[config.mk]
export PLATFORM = sky130hd
export DESIGN_NAME = pit_tick_irq
export DESIGN_NICKNAME = d
export VERILOG_FILES = /design/src/rtl/pit_tick_irq.sv
export SDC_FILE = /design/constraint.sdc
export NUM_CORES = 1
export LEC_CHECK = 0
export CELL_PAD_IN_SITES_DETAIL_PLACEMENT = 1
export CELL_PAD_IN_SITES_GLOBAL_PLACEMENT = 2
export CORE_MARGIN = 3
export CORE_UTILIZATION = 41
export CTS_CLUSTER_SIZE = 24
export DETAILED_ROUTE_END_ITERATION = 10
export DONT_BUFFER_PORTS = 1
export HOLD_SLACK_MARGIN = 0.12
export PLACE_DENSITY_LB_ADDON = 0.1
export SYNTH_ARGS = -nofsm -noshare
export SYNTH_HDL_FRONTEND = slang
export SYNTH_SLANG_ARGS = --single-unit
[constraint.sdc]
create_clock -name CLOCK -period 2.3 [get_ports CLOCK]
set_clock_uncertainty 0.05 [all_clocks]
set_input_delay 0.23 -clock CLOCK [delete_from_list [all_inputs] [get_ports CLOCK]]
set_output_delay 0.23 -clock CLOCK [all_outputs]
set_load 0.005 [all_outputs]
[src/rtl/pit_tick_irq.sv]
// PIT terminal-count to level-interrupt front-end with a four-phase acknowledge,
// saturating missed-tick counter, free-running tick counter and heartbeat LED.
module pit_tick_irq #(
    parameter int LED_DIV    = 8,
    parameter int MISS_WIDTH = 4
) (
    input  logic                  CLOCK,
    input  logic                  RST,
    input  logic                  TICK,
    input  logic                  ENABLE,
    input  logic                  IRQ_ACK,
    input  logic                  MISS_CLR,
    output logic                  IRQ,
    output logic [MISS_WIDTH-1:0] MISSED,
    output logic [7:0]            TICK_COUNT,
    output logic                  LED,
    output logic [1:0]            STATE_DBG
);

    localparam int DIV_W = (LED_DIV > 2) ? $clog2(LED_DIV) : 1;
    localparam logic [DIV_W-1:0]      DIV_LAST = DIV_W'(LED_DIV - 1);
    localparam logic [MISS_WIDTH-1:0] MISS_MAX = '1;

    typedef enum logic [1:0] {
        IDLE    = 2'd0,
        PENDING = 2'd1,
        RELEASE = 2'd2
    } state_t;

    state_t                r_state;
    state_t                w_state_nxt;
    logic                  r_tick_q;
    logic                  r_irq;
    logic [MISS_WIDTH-1:0] r_missed;
    logic [7:0]            r_tick_count;
    logic [DIV_W-1:0]      r_div;
    logic                  r_led;

    logic w_edge;
    logic w_en_edge;
    logic w_miss_inc;

    // tick_q resets high so a TICK already high at reset release is not an edge.
    assign w_edge     = TICK & ~r_tick_q;
    assign w_en_edge  = w_edge & ENABLE;
    assign w_miss_inc = w_en_edge & (r_state != IDLE);

    // Four-phase handshake: IRQ rises in PENDING; consumer raises IRQ_ACK
    // (IRQ drops, RELEASE); consumer drops IRQ_ACK (IDLE, ready for next edge).
    always_comb begin
        w_state_nxt = r_state;
        case (r_state)
            IDLE: begin
                if (w_en_edge) w_state_nxt = PENDING;
            end
            PENDING: begin
                if (IRQ_ACK)      w_state_nxt = RELEASE;
                else if (!ENABLE) w_state_nxt = IDLE;
            end
            RELEASE: begin
                if (!IRQ_ACK) w_state_nxt = IDLE;
            end
            default: w_state_nxt = IDLE;
        endcase
    end

    always_ff @(posedge CLOCK or negedge RST) begin
        if (!RST) begin
            r_state  <= IDLE;
            r_irq    <= 1'b0;
            r_tick_q <= 1'b1;
        end else begin
            r_state  <= w_state_nxt;
            r_irq    <= (w_state_nxt == PENDING);
            r_tick_q <= TICK;
        end
    end

    always_ff @(posedge CLOCK or negedge RST) begin
        if (!RST) begin
            r_missed <= '0;
        end else if (MISS_CLR) begin
            r_missed <= w_miss_inc ? MISS_WIDTH'(1) : '0;
        end else if (w_miss_inc && (r_missed != MISS_MAX)) begin
            r_missed <= r_missed + 1'b1;
        end
    end

    always_ff @(posedge CLOCK or negedge RST) begin
        if (!RST) begin
            r_tick_count <= '0;
            r_div        <= '0;
            r_led        <= 1'b0;
        end else if (w_en_edge) begin
            r_tick_count <= r_tick_count + 8'd1;
            if (r_div == DIV_LAST) begin
                r_div <= '0;
                r_led <= ~r_led;
            end else begin
                r_div <= r_div + 1'b1;
            end
        end
    end

    assign IRQ        = r_irq;
    assign MISSED     = r_missed;
    assign TICK_COUNT = r_tick_count;
    assign LED        = r_led;
    assign STATE_DBG  = r_state;

endmodule

# == Word level (Yosys, flattened, before mapping) ==
# Cells that the tools add are included.
# W data, S select, Z words.
# op_classes
n_reduce_logical,5
addsub,3
n_mux,9
n_eq_ne,5
bitwise,5
# op_table
op,n
$add A8 B1 Y8 const B,1
$mux W2,4
$mux W4,2
$pmux W2 S3,1
$add A4 B1 Y4 const B,1
$eq A2 B1 Y1 const B,2
$ne A4 B4 Y1 const B,1
$reduce_bool A2 Y1,2
$add A3 B1 Y3 const B,1
$and A1 B1 Y1,3
$eq A3 B3 Y1 const B,1
$mux W3,1
$eq A2 B2 Y1 const B,1
$logic_not A2 Y1,1
$not A1 Y1,2
$reduce_and A2 Y1,1
$logic_and A1 B1 Y1,1
$mux W1,1
# totals
reg_bits,20
output_inout_bits,16
word_cells,34
inputBits,6

# == Depth between registers and ports, before layout ==
# depth
word_depth,7
mapped_depth,4
depth_no_buf,4

# == Worst setup path after synthesis ==
# No wires, ideal clock.
# synth_timing
path_kind,register to register
from,"reg r_missed[0], in the netlist MISSED[0]"
to,"reg r_missed[3], in the netlist MISSED[3]"
path_buffers,0
setup_time_ns,0.128
path_slack_ns,0.828
synth_period_minus_slack_ns,1.472
stages_incl_launch_ff,5
required_ns,2.122
t_arrival_ns,1.294
path_cell_list,dfrtp_1 -> ha_1 -> and3_1 -> nor4_2 -> mux2_1
# synth_via
elab_chain_len,3
word_cells_on_any_way,6
classes_between,add/sub: 1; eq/ne: 1; mux: 2; reduce/logical: 2
# synth_rtl
element,line,text
start: declaration,34,logic [MISS_WIDTH-1:0] r_missed;
start signal: assignment,83,r_missed <= w_miss_inc ? MISS_WIDTH'(1) : '0;
start signal: assignment,85,r_missed <= r_missed + 1'b1;
$add A4 B1 Y4 / $ne A4 B4 Y1 (equally long branches),"85, 84",
$mux W4 / $logic_and A1 B1 Y1 (equally long branches),84,end else if (w_miss_inc && (r_missed != MISS_MAX)) begin
$mux W4 / $reduce_bool A2 Y1 (equally long branches),n/a,
# Several ways; a longest one is shown, not always the timed one. The select of a mux whose other input is x is not followed.
# A chain may end at the register's enable or synchronous reset.

# == Worst setup path after layout ==
# Same ends and word-level chain as after synthesis.

==> results.json <==
{
  "drt_iter0_markers": 3,
  "grt_pass1_wl_mm": 3.30,
  "layout-drive-gt1-share": 0.129,
  "portBuffers": 0,
  "io_pins": 22,
  "via_per_inst": 5.44,
  "n_fill_cell": 240,
  "drv_cap": 0,
  "clock_path_buffers": 2,
  "antenna_left": 0,
  "critPathLaunchType": "register",
  "netlist_area_um2": 967,
  "cts_sinks": 20,
  "arrival_ns": 1.73,
  "finalHoldViolCount": 0,
  "place_area_um2": 982,
  "via_count": 653,
  "yosys_warnings": 0,
  "first_pass_iters": 3,
  "holdCritPathClass": "in2reg",
  "relSlewSlack": 0.397,
  "clock.fmax_mhz": 640,
  "htreeDepth": 1,
  "die_h_um": 54.6,
  "power.density_mw_per_mm2": 900,
  "core_mm2": 0.00210,
  "final-setup-viol-count": 0,
  "grt_pass1_vias": 744,
  "root_buffer": "clkbuf_4",
  "ys_types": 29,
  "grt_util_all_layers": 0.157,
  "syn-num-nets": 96,
  "status": "finished, final reports clean",
  "cp.required_ns": 2.46,
  "synth_seq_cells": 20,
  "grt_max_degree": 21,
  "period_share": 0.680,
  "rsz0062_at_grt": "no",
  "wirelength_mm": 1.84,
  "clkTransAtPathRegs_ns": 0.12,
  "dp_hpwl_mm": 1.31,
  "postCtsSetupBuffers": 0,
  "grt_overflow": 0,
  "cts_tree": "yes",
  "synthCells": 86,
  "numCtsBuffers": 3,
  "routedWlPerCell_um": 15.4,
  "synth.avg_cell_area_um2": 11.2,
  "gp_congestion": 0.715,
  "die_w_um": 54.6,
  "worstSkewPairLatency_ns": 0.32,
  "fin_nets": 104,
  "fin_tns_setup_ns": 0,
  "leakagePower_uw": 0.000506,
  "ir_drop_uv": 547,
  "initial_core_util": 0.460,
  "num_antenna_cells": 0,
  "post-route-min-period_ns": 1.56,
  "syn_to_final_growth_pct": 12.2,
  "tightest_slew_ns": 0.901,
  "die-area_mm2": 0.00298,
  "ys_seq_area_frac": 0.519,
  "cp_max_fo": 5,
  "antenna_found_initial": 0,
  "num_rows": 16,
  "critPathKind": "reg2reg",
  "cp-end-kind": "register",
  "stdcell_area_mm2": 0.00108,
  "final_max_slew_viol_count": 0,
  "drcViolationCount": 0
}
final timing paths:
| check | slack (ns) | cells past startpoint | start | endpoint |
|---|---|---|---|---|
| min reg2reg | 0.44 | 2 | r_div[1] | r_div[1] |
| min in group asynchronous | 0.42 | 1 | RST | TICK_COUNT[0] |
| max reg2reg | 0.74 | 4 | MISSED[0] | MISSED[3] |
| max | 0.74 | 4 | MISSED[0] | MISSED[3] |
| min | 0.15 | 2 | ENABLE | TICK_COUNT[0] |
| max in group asynchronous | 1.22 | 1 | RST | MISSED[0] |
worst max-delay path, stage by stage, from the launching register on:
cell and delay (ns):
dfrtp_1 0.45, ha_1 0.28, and3_1 0.19, nor4_2 0.16
mux2_1 0.34
final cells by class:
cell class / count / area [um2] / area share
timing repair buffer: 5 / 50.0 / 0.0461
clock buffer: 3 / 22.5 / 0.0208
inverter: 1 / 3.75 / 0.00346
sequential: 20 / 502 / 0.463
clock inverter: 1 / 30.0 / 0.0277
multi-input combinational: 63 / 443 / 0.408
tap: 27 / 33.8 / 0.0311
synthesized netlist by cell type:
cell type	number	area share
a21o_1	1	0.0078
a21oi_1	1	0.0052
a311oi_2	1	0.016
a31oi_1	2	0.013
and3_1	1	0.0065
and3b_1	1	0.0091
buf_4	1	0.0078
buf_6	1	0.012
dfrtp_1	19	0.49
dfstp_2	1	0.027
ha_1	4	0.052
inv_1	1	0.0039
mux2_1	1	0.012
mux2i_1	1	0.010
nand2_1	14	0.054
nand2b_1	3	0.019
nand3_1	3	0.016
nand3b_4	1	0.021
nor2_1	6	0.023
nor2b_1	2	0.013
nor3_1	2	0.010
nor3_2	2	0.021
nor3b_1	3	0.023
nor4_2	2	0.026
o211ai_1	1	0.0078
o21ai_1	1	0.0052
or2_2	1	0.0065
xnor2_1	4	0.036
xor2_1	5	0.045
state kept, by name, indices dropped and copies added, names as in the netlist:
| register | cells |
|---|---|
| STATE_DBG | 2 |
| TICK_COUNT | 8 |
| r_tick_q | 1 |
| LED | 1 |
| r_div | 3 |
| IRQ | 1 |
| MISSED | 4 |
through the flow:
stage / power (uW) / cells / setup WS, ns / util / hold slack (ns)
final: 977 / 120 / 0.737 / 0.516 / 0.149
after global routing: 1050 / 120 / 0.629 / 0.516 / 0.142
after detailed placement: 682 / 111 / 0.726 / 0.467 / -0.115
after floorplan: 638 / 86 / 0.828 / - / -0.116
after global placement: 671 / 111 / 0.770 / 0.467 / -0.115
after CTS: 988 / 120 / 0.719 / 0.516 / 0.145
kinds of logic (layout without fill, tap and decap cells):
group                      count (synthesis)  in the layout  synth area share
AOI/OAI and AO/OA                          7              7            0.0543
and+or+nand+nor                           41             41             0.248
adders and majority gates                  4              4            0.0517
buffers and inverters                      3             10            0.0233
xor gates and xnor gates                   9              9            0.0815
DFF                                       20             20             0.519
muxes                                      2              2            0.0220
per-layer routing:
layer | vias up | global-route usage | routed length, um
li1 | 307 | - | -
met1 | 319 | 0.167 | 779
met2 | 23 | 0.259 | 886
met3 | 4 | 0.0763 | 148
met4 | 0 | 0.0705 | 29
met5 | - | 0 | 0
report_power, final:
part / switching [uW] / internal (uW) / total [uW]
logic: 77.5 / 77.4 / 155
registers: 96.4 / 433 / 530
clock network: 116 / 176 / 292
total: 290 / 687 / 977
cells in the final DEF (no fill, tap or decap), types with 2 or more instances in the layout:
| master | count |
|---|---|
| ha_1 | 4 |
| dfrtp_1 | 19 |
| nand2_1 | 14 |
| nor2b_1 | 2 |
| clkbuf_4 | 3 |
| nor3_1 | 2 |
| xnor2_1 | 4 |
| nor4_2 | 2 |
| xor2_1 | 5 |
| nor2_1 | 6 |
| nor3b_1 | 3 |
| nor3_2 | 2 |
| dlygate4sd3_1 | 5 |
| nand3_1 | 3 |
| nand2b_1 | 3 |
| a31oi_1 | 2 |
timing repair:
item	in CTS	in global routing
endpoints found under the hold margin	28	0
gates resized for setup	0	0
hold buffers	5	0
(Power assumes the default switching activity.)
==> variant 1 (same flow settings) <==
Remove the register `r_irq`: a continuous assignment takes its place, so the output `IRQ` follows one clock earlier.
--- a/src/rtl/pit_tick_irq.sv
+++ b/src/rtl/pit_tick_irq.sv
@@ -67,14 +67,14 @@
     always_ff @(posedge CLOCK or negedge RST) begin
         if (!RST) begin
             r_state  <= IDLE;
-            r_irq    <= 1'b0;
             r_tick_q <= 1'b1;
         end else begin
             r_state  <= w_state_nxt;
-            r_irq    <= (w_state_nxt == PENDING);
             r_tick_q <= TICK;
         end
     end
+
+    assign r_irq = (w_state_nxt == PENDING);
 
     always_ff @(posedge CLOCK or negedge RST) begin
         if (!RST) begin
Check against the original RTL: not equivalent (a bounded check fails within 4 cycles, from zero or initial values and one cycle with RST low).
==> variant 1 against the original RTL <==
Synthesized area down 2.6%. Final cell count down 0.83%. Clock power down 42%. Critical path type is now register to output port. Count of clock-buffer cells in the layout up 1. Combinational power about the same. Worst setup slack worse by 0.033 ns. Sequential cell count down 1. Final area down 4.7%. Routed wire length down 2.0%. Total power down 14%.
==> variant 1: results (changes against the original RTL) <==
Synth
  • Top cells by count, synth: dfrtp_1 (18), nand2_1 (14), nor2_1 (6) (was dfrtp_1 (19), nand2_1 (14), nor2_1 (6))
  • Syn. warnings: 0 (unchanged)
  • Register area share after synthesis: 0.5060 (was 0.5188)
  • Dominant synthesized flop cell: dfrtp_1 (unchanged)
  • Post-synthesis cell type count: 29 (unchanged)
  • Async SR Flop Fraction: 1.000 (unchanged)
  • Syn_nets: 95 (was 96)
  • Area contributors post-synth: dfrtp_1 (48%), nand2_1 (5.6%), ha_1 (5.3%) (was dfrtp_1 (49%), nand2_1 (5.4%), ha_1 (5.2%))

Global routing
  • Largest net degree at the start of global routing: 20 (was 21)
  • Vias in the first global route: 672 (was 744)
  • Initial antenna violation count: 0 (unchanged)
  • First-pass GRT wire length: 3.049 mm (was 3.298 mm)
  • Total GRT Usage: 0.1483 (was 0.1566)

Clock tree
  • Clock buffer depth: 2 (unchanged)
  • Cts repair resizes: 0 (unchanged)
  • Total CTS buffers: 3 (unchanged)
  • Clk_lat worst skew: 0.30 ns (was 0.32 ns)
  • Clk root buf: clkbuf_4 (unchanged)
  • Postcts setup bufs: 0 (unchanged)
  • CTS Hold Buffers Added: 5 (unchanged)
  • Clock-pin slew on the worst setup and hold paths: 0.11 ns
  • H-tree depth: 1 (unchanged)

Setup path
  • Crit path max-delay family: flip-flops (unchanged)
  • Worst-path maximum fanout: 6 (was 5)
  • Largest stage delay, worst path: 0.47 ns (was 0.45 ns)
  • R2r endpoint: MISSED[3]$_DFFE_PN0P_ (unchanged)
  • Worst EP arrival: 1.32 ns (was 1.73 ns)
  • Critical path's slowest cell: dfrtp_1 (unchanged)
  • Critical R2R Launch: MISSED[0]$_DFFE_PN0P_ (unchanged)
  • R2R cell count: 4 (unchanged)

Cells and area
  • N_diodes: 0 (unchanged)
  • Max reg flops: 8 (unchanged)
  • Area growth syn-to-layout: 9.694% (was 12.16%)
  • Fraction of layout cells with a size suffix above 1: 0.1196 (was 0.1290)
  • Final #Nets: 103 (was 104)

Placed design
  • Buffers on Ports: 0 (unchanged)
  • Routability cong.: 0.7859 (was 0.7150)
  • Pre-CTS setup slack: 0.7149 ns (was 0.7262 ns)
  • Final HPWL from detailed placement: 1.307 mm (was 1.306 mm)

Drt
  • Vias post-DR: 636 (was 653)
  • DRT Wirelength: 1.807 mm (was 1.843 mm)
  • DR iter-0 viols: 8 (was 3)
  • Pre-Repair DR Iteration Count: 3 (unchanged)

Run status
  • Status: completed (unchanged)

Min path
  • Worst Hold Depth: 2 (unchanged)
  • WHS Endpoint: TICK_COUNT[0]$_DFFE_PN0N_ (unchanged)
  • Worst hold path type: primary input to register (unchanged)
  • Min-Delay Startpoint: ENABLE (unchanged)

Power
  • Maximum vdd drop: 0.0003697 V (was 0.0005465 V)
  • Leak pwr: 0.4795 nW (was 0.5059 nW)

Timing
  • Rel. slew slack: 0.4217 (was 0.3975)
  • Hold Vio Cnt, Final: 0 (unchanged)
  • Fin. max-slew vios: 0 (unchanged)
[variant 1: cell count changes in the layout (fill, tap and decap cells not counted)]
cell / delta
bufinv_16: -1
dfrtp_1: -1
clkbuf_1: +1
[variant 1: how the worst max path moves through the flow]
stage	startpoint	to	slack [ns]	cells past startpoint
after CTS	STATE_DBG[0]$_DFF_PN0_	IRQ	0.68	3
after floorplan	MISSED[0]$_DFFE_PN0P_	MISSED[3]$_DFFE_PN0P_	0.83	4
after detailed placement	MISSED[0]$_DFFE_PN0P_	MISSED[3]$_DFFE_PN0P_	0.71	4
after global placement	MISSED[0]$_DFFE_PN0P_	MISSED[3]$_DFFE_PN0P_	0.77	4
after global routing	MISSED[0]$_DFFE_PN0P_	MISSED[3]$_DFFE_PN0P_	0.57	4
final	STATE_DBG[0]$_DFF_PN0_	IRQ	0.70	3
[variant 1: where the power goes]
part           leakage, nW  internal, W  switching [W]
clock network       0.0150    0.0000675       0.000103
registers            0.245     0.000415      0.0000980
logic                0.220    0.0000779      0.0000774
total                0.479     0.000560       0.000278
[variant 1: metal layers]
layer,global-route usage,share of wire
met5,0,0
met4,0.07660,0.017
met3,0.03878,0.062
met2,0.2500,0.49
met1,0.1706,0.43
[variant 1: kinds of logic (layout without fill, tap and decap cells)]
logic type               Yosys count  count (layout)  synth area share
adder cells (fa/ha/maj)            4               4           0.05312
AO/OA/AOI/OAI                      7               7           0.05577
flip-flops                        19              19            0.5060
XOR/XNOR                           9               9           0.08366
buffers and inverters              3              10           0.02390
AND/OR/NAND/NOR                   41              41            0.2550
multiplexers                       2               2           0.02258
[variant 1: area by class of cell]
class	instances	area (um^2)
fillers	253	1028
well taps	27	33.78
clock buffers	4	26.28
repair buffers	5	50.05
inverters	1	3.754
flip-flops and latches	19	476.7
multi-input cells	63	442.9
[variant 1: stage by stage]
stage / area, um^2 / utilization / instances / hold WS [ns] / total power [W]
after detailed placement: 957.2 / 0.4642 / 110 / -0.1152 / 0.0006650
final: 1033 / 0.5012 / 119 / 0.1698 / 0.0008381
after CTS: 1033 / 0.5012 / 119 / 0.1595 / 0.0008543
after global placement: 957.2 / 0.4642 / 110 / -0.1151 / 0.0006526
after floorplan: 942.2 / - / 85 / -0.1156 / 0.0006185
after global routing: 1033 / 0.5012 / 119 / 0.1623 / 0.0009032
==> variant 2 (same settings) <==
Without the edit above. Set the parameter `LED_DIV` to 4 (it was 8).
--- a/src/rtl/pit_tick_irq.sv
+++ b/src/rtl/pit_tick_irq.sv
@@ -1,7 +1,7 @@
 // PIT terminal-count to level-interrupt front-end with a four-phase acknowledge,
 // saturating missed-tick counter, free-running tick counter and heartbeat LED.
 module pit_tick_irq #(
-    parameter int LED_DIV    = 8,
+    parameter int LED_DIV    = 4,
     parameter int MISS_WIDTH = 4
 ) (
     input  logic                  CLOCK,
Function: changed (Yosys sat finds a counterexample within 10 cycles, from zero or initial values and one cycle with RST low).
==> variant 2 against the original RTL <==
Synthesized cell count down 14%. Routed wire length down 6.2%. Synthesized area down 12%. Count of clock-buffer cells in the layout up 1. Combinational power down 14%. Worst setup slack worse by 0.20 ns. Total power down 18%. Worst hold slack better by 0.056 ns. Global-route usage up 0.084 points. Critical path type is now primary input to register. Critical path depth up 1. Final area down 11%. Sequential cell count down 1.
==> variant 2: results (changes against the original RTL) <==
Cells and area
  • Fraction of layout cells with a size suffix above 1: 0.09639 (was 0.1290)
  • Filler Cells Inserted: 210 (was 240)
  • N_diodes: 0 (unchanged)
  • Final #Nets: 93 (was 104)

Clock tree
  • Total CTS buffers: 3 (unchanged)
  • Clk_lat worst skew: 0.29 ns (was 0.32 ns)
  • Postcts setup bufs: 0 (unchanged)
  • Clock buffer depth: 2 (unchanged)
  • Cts repair resizes: 0 (unchanged)
  • H-tree depth: 1 (unchanged)
  • Clock-pin slew on the worst setup and hold paths: 0.10 ns (was 0.12 ns)

Synth
  • Dominant synthesized flop cell: dfrtp_1 (unchanged)
  • Async SR Flop Fraction: 1.000 (unchanged)
  • Post-synthesis cell type count: 24 (was 29)
  • Top cells by count, synth: dfrtp_1 (18), nand2_1 (10), nor2_1 (8) (was dfrtp_1 (19), nand2_1 (14), nor2_1 (6))
  • Syn_nets: 83 (was 96)
  • Area contributors post-synth: dfrtp_1 (53%), xnor2_1 (6.1%), ha_1 (4.4%) (was dfrtp_1 (49%), nand2_1 (5.4%), ha_1 (5.2%))
  • Register area share after synthesis: 0.5578 (was 0.5188)
  • Syn. warnings: 0 (unchanged)

Drt
  • Pre-Repair DR Iteration Count: 2 (was 3)
  • DR iter-0 viols: 5 (was 3)
  • Vias post-DR: 578 (was 653)
  • DRT Wirelength: 1.728 mm (was 1.843 mm)

Global routing
  • First-pass GRT wire length: 3.077 mm (was 3.298 mm)
  • Largest net degree at the start of global routing: 20 (was 21)
  • Vias in the first global route: 655 (was 744)
  • Initial antenna violation count: 0 (unchanged)
  • Total GRT Usage: 0.1574 (was 0.1566)

Setup path
  • Largest stage delay, worst path: 0.62 ns (was 0.45 ns)
  • Critical path's slowest cell: dlygate4sd3_1 (was dfrtp_1)
  • Worst EP arrival: 1.89 ns (was 1.73 ns)
  • Worst-path maximum fanout: 10 (was 5)
  • Critical R2R Launch: MISSED[0]$_DFFE_PN0P_ (unchanged)
  • Flop-to-flop setup slack: 0.60 ns (was 0.74 ns)
  • Crit path max-delay family: buffers and inverters (was flip-flops)
  • R2R cell count: 4 (unchanged)

Timing
  • Least-Margin Pin Slew: 0.8672 ns (was 0.9008 ns)
  • Hold slack: 0.2048 ns (was 0.1492 ns)

Power
  • Maximum vdd drop: 0.0004139 V (was 0.0005465 V)
  • Leak pwr: 0.4411 nW (was 0.5059 nW)
  • Switching Share: 0.3173 (was 0.2965)

Min path
  • Min-Delay Startpoint: MISS_CLR (was ENABLE)
  • WHS Endpoint: MISSED[3]$_DFFE_PN0P_ (was TICK_COUNT[0]$_DFFE_PN0N_)
  • Worst Hold Depth: 2 (unchanged)
  • Worst hold path type: primary input to register (unchanged)

Placed design
  • Routability cong.: 0.7239 (was 0.7150)
  • Final HPWL from detailed placement: 1.213 mm (was 1.306 mm)

Job
  • Max Cap Viol: 0 (unchanged)

Run status
  • Status: completed (unchanged)
==> variant 2: layer usage <==
metal | GRT usage | share of wire | up-vias | wire length, um
li1 | - | - | 272 | -
met1 | 0.1938 | 0.46 | 287 | 793
met2 | 0.2500 | 0.46 | 17 | 801
met3 | 0.04585 | 0.068 | 2 | 118
met4 | 0.07860 | 0.0081 | 0 | 14
met5 | 0 | 0 | - | 0
==> variant 2: per-stage QoR <==
step	setup slack, ns	util	power, W	instance area (um^2)	instances
2_1_floorplan	0.7729	-	0.0005820	854.6	74
3_3_place_gp	0.6968	0.4816	0.0006152	885.9	99
3_5_place_dp	0.6043	0.4816	0.0006263	885.9	99
4_1_cts	0.5451	0.5231	0.0008117	962.2	108
5_1_grt	0.4606	0.5231	0.0008546	962.2	108
6_report	0.5390	0.5231	0.0007985	962.2	108
==> variant 2: what timing repair did <==
action | CTS | global route
endpoints found under the setup margin | 0 | 0
endpoints found under the hold margin | 28 | 0
hold buffers | 5 | 0
==> variant 2: power by group through the flow <==
stage | combinational (W) | sequential [W] | clock, W
after floorplan | 0.0000983 | 0.000484 | 0
after global placement | 0.000110 | 0.000505 | 0
after detailed placement | 0.000119 | 0.000508 | 0
after CTS | 0.000137 | 0.000500 | 0.000174
after global routing | 0.000157 | 0.000512 | 0.000185
final | 0.000133 | 0.000497 | 0.000168
==> variant 2: area by class of cell <==
type,count,area share
tap,25,0.03251
inverter,1,0.003901
timing repair buffer,5,0.05202
clock buffer,4,0.02731
multi-input combinational,54,0.3888
sequential,19,0.4954
==> variant 2: worst max path at each step <==
| stage | end | from | slack, ns | cells after the start |
|---|---|---|---|---|
| after floorplan | MISSED[3]$_DFFE_PN0P_ | MISSED[0]$_DFFE_PN0P_ | 0.77 | 4 |
| after global placement | MISSED[3]$_DFFE_PN0P_ | MISSED[0]$_DFFE_PN0P_ | 0.70 | 4 |
| after detailed placement | MISSED[3]$_DFFE_PN0P_ | MISSED[0]$_DFFE_PN0P_ | 0.60 | 4 |
| after CTS | MISSED[3]$_DFFE_PN0P_ | ENABLE | 0.55 | 5 |
| after global routing | MISSED[3]$_DFFE_PN0P_ | ENABLE | 0.46 | 5 |
| final | MISSED[3]$_DFFE_PN0P_ | ENABLE | 0.54 | 5 |
==> variant 2: logic make-up (layout without fill, tap and decap cells) <==
logic type	after synthesis	after routing	share of synthesized area
AO/OA/AOI/OAI	6	6	0.05270
XOR/XNOR	9	9	0.09225
adder cells (fa/ha/maj)	3	3	0.04393
buffers and inverters	1	10	0.004388
flip-flops	19	19	0.5578
multiplexers	3	3	0.03660
AND/OR/NAND/NOR	33	33	0.2123
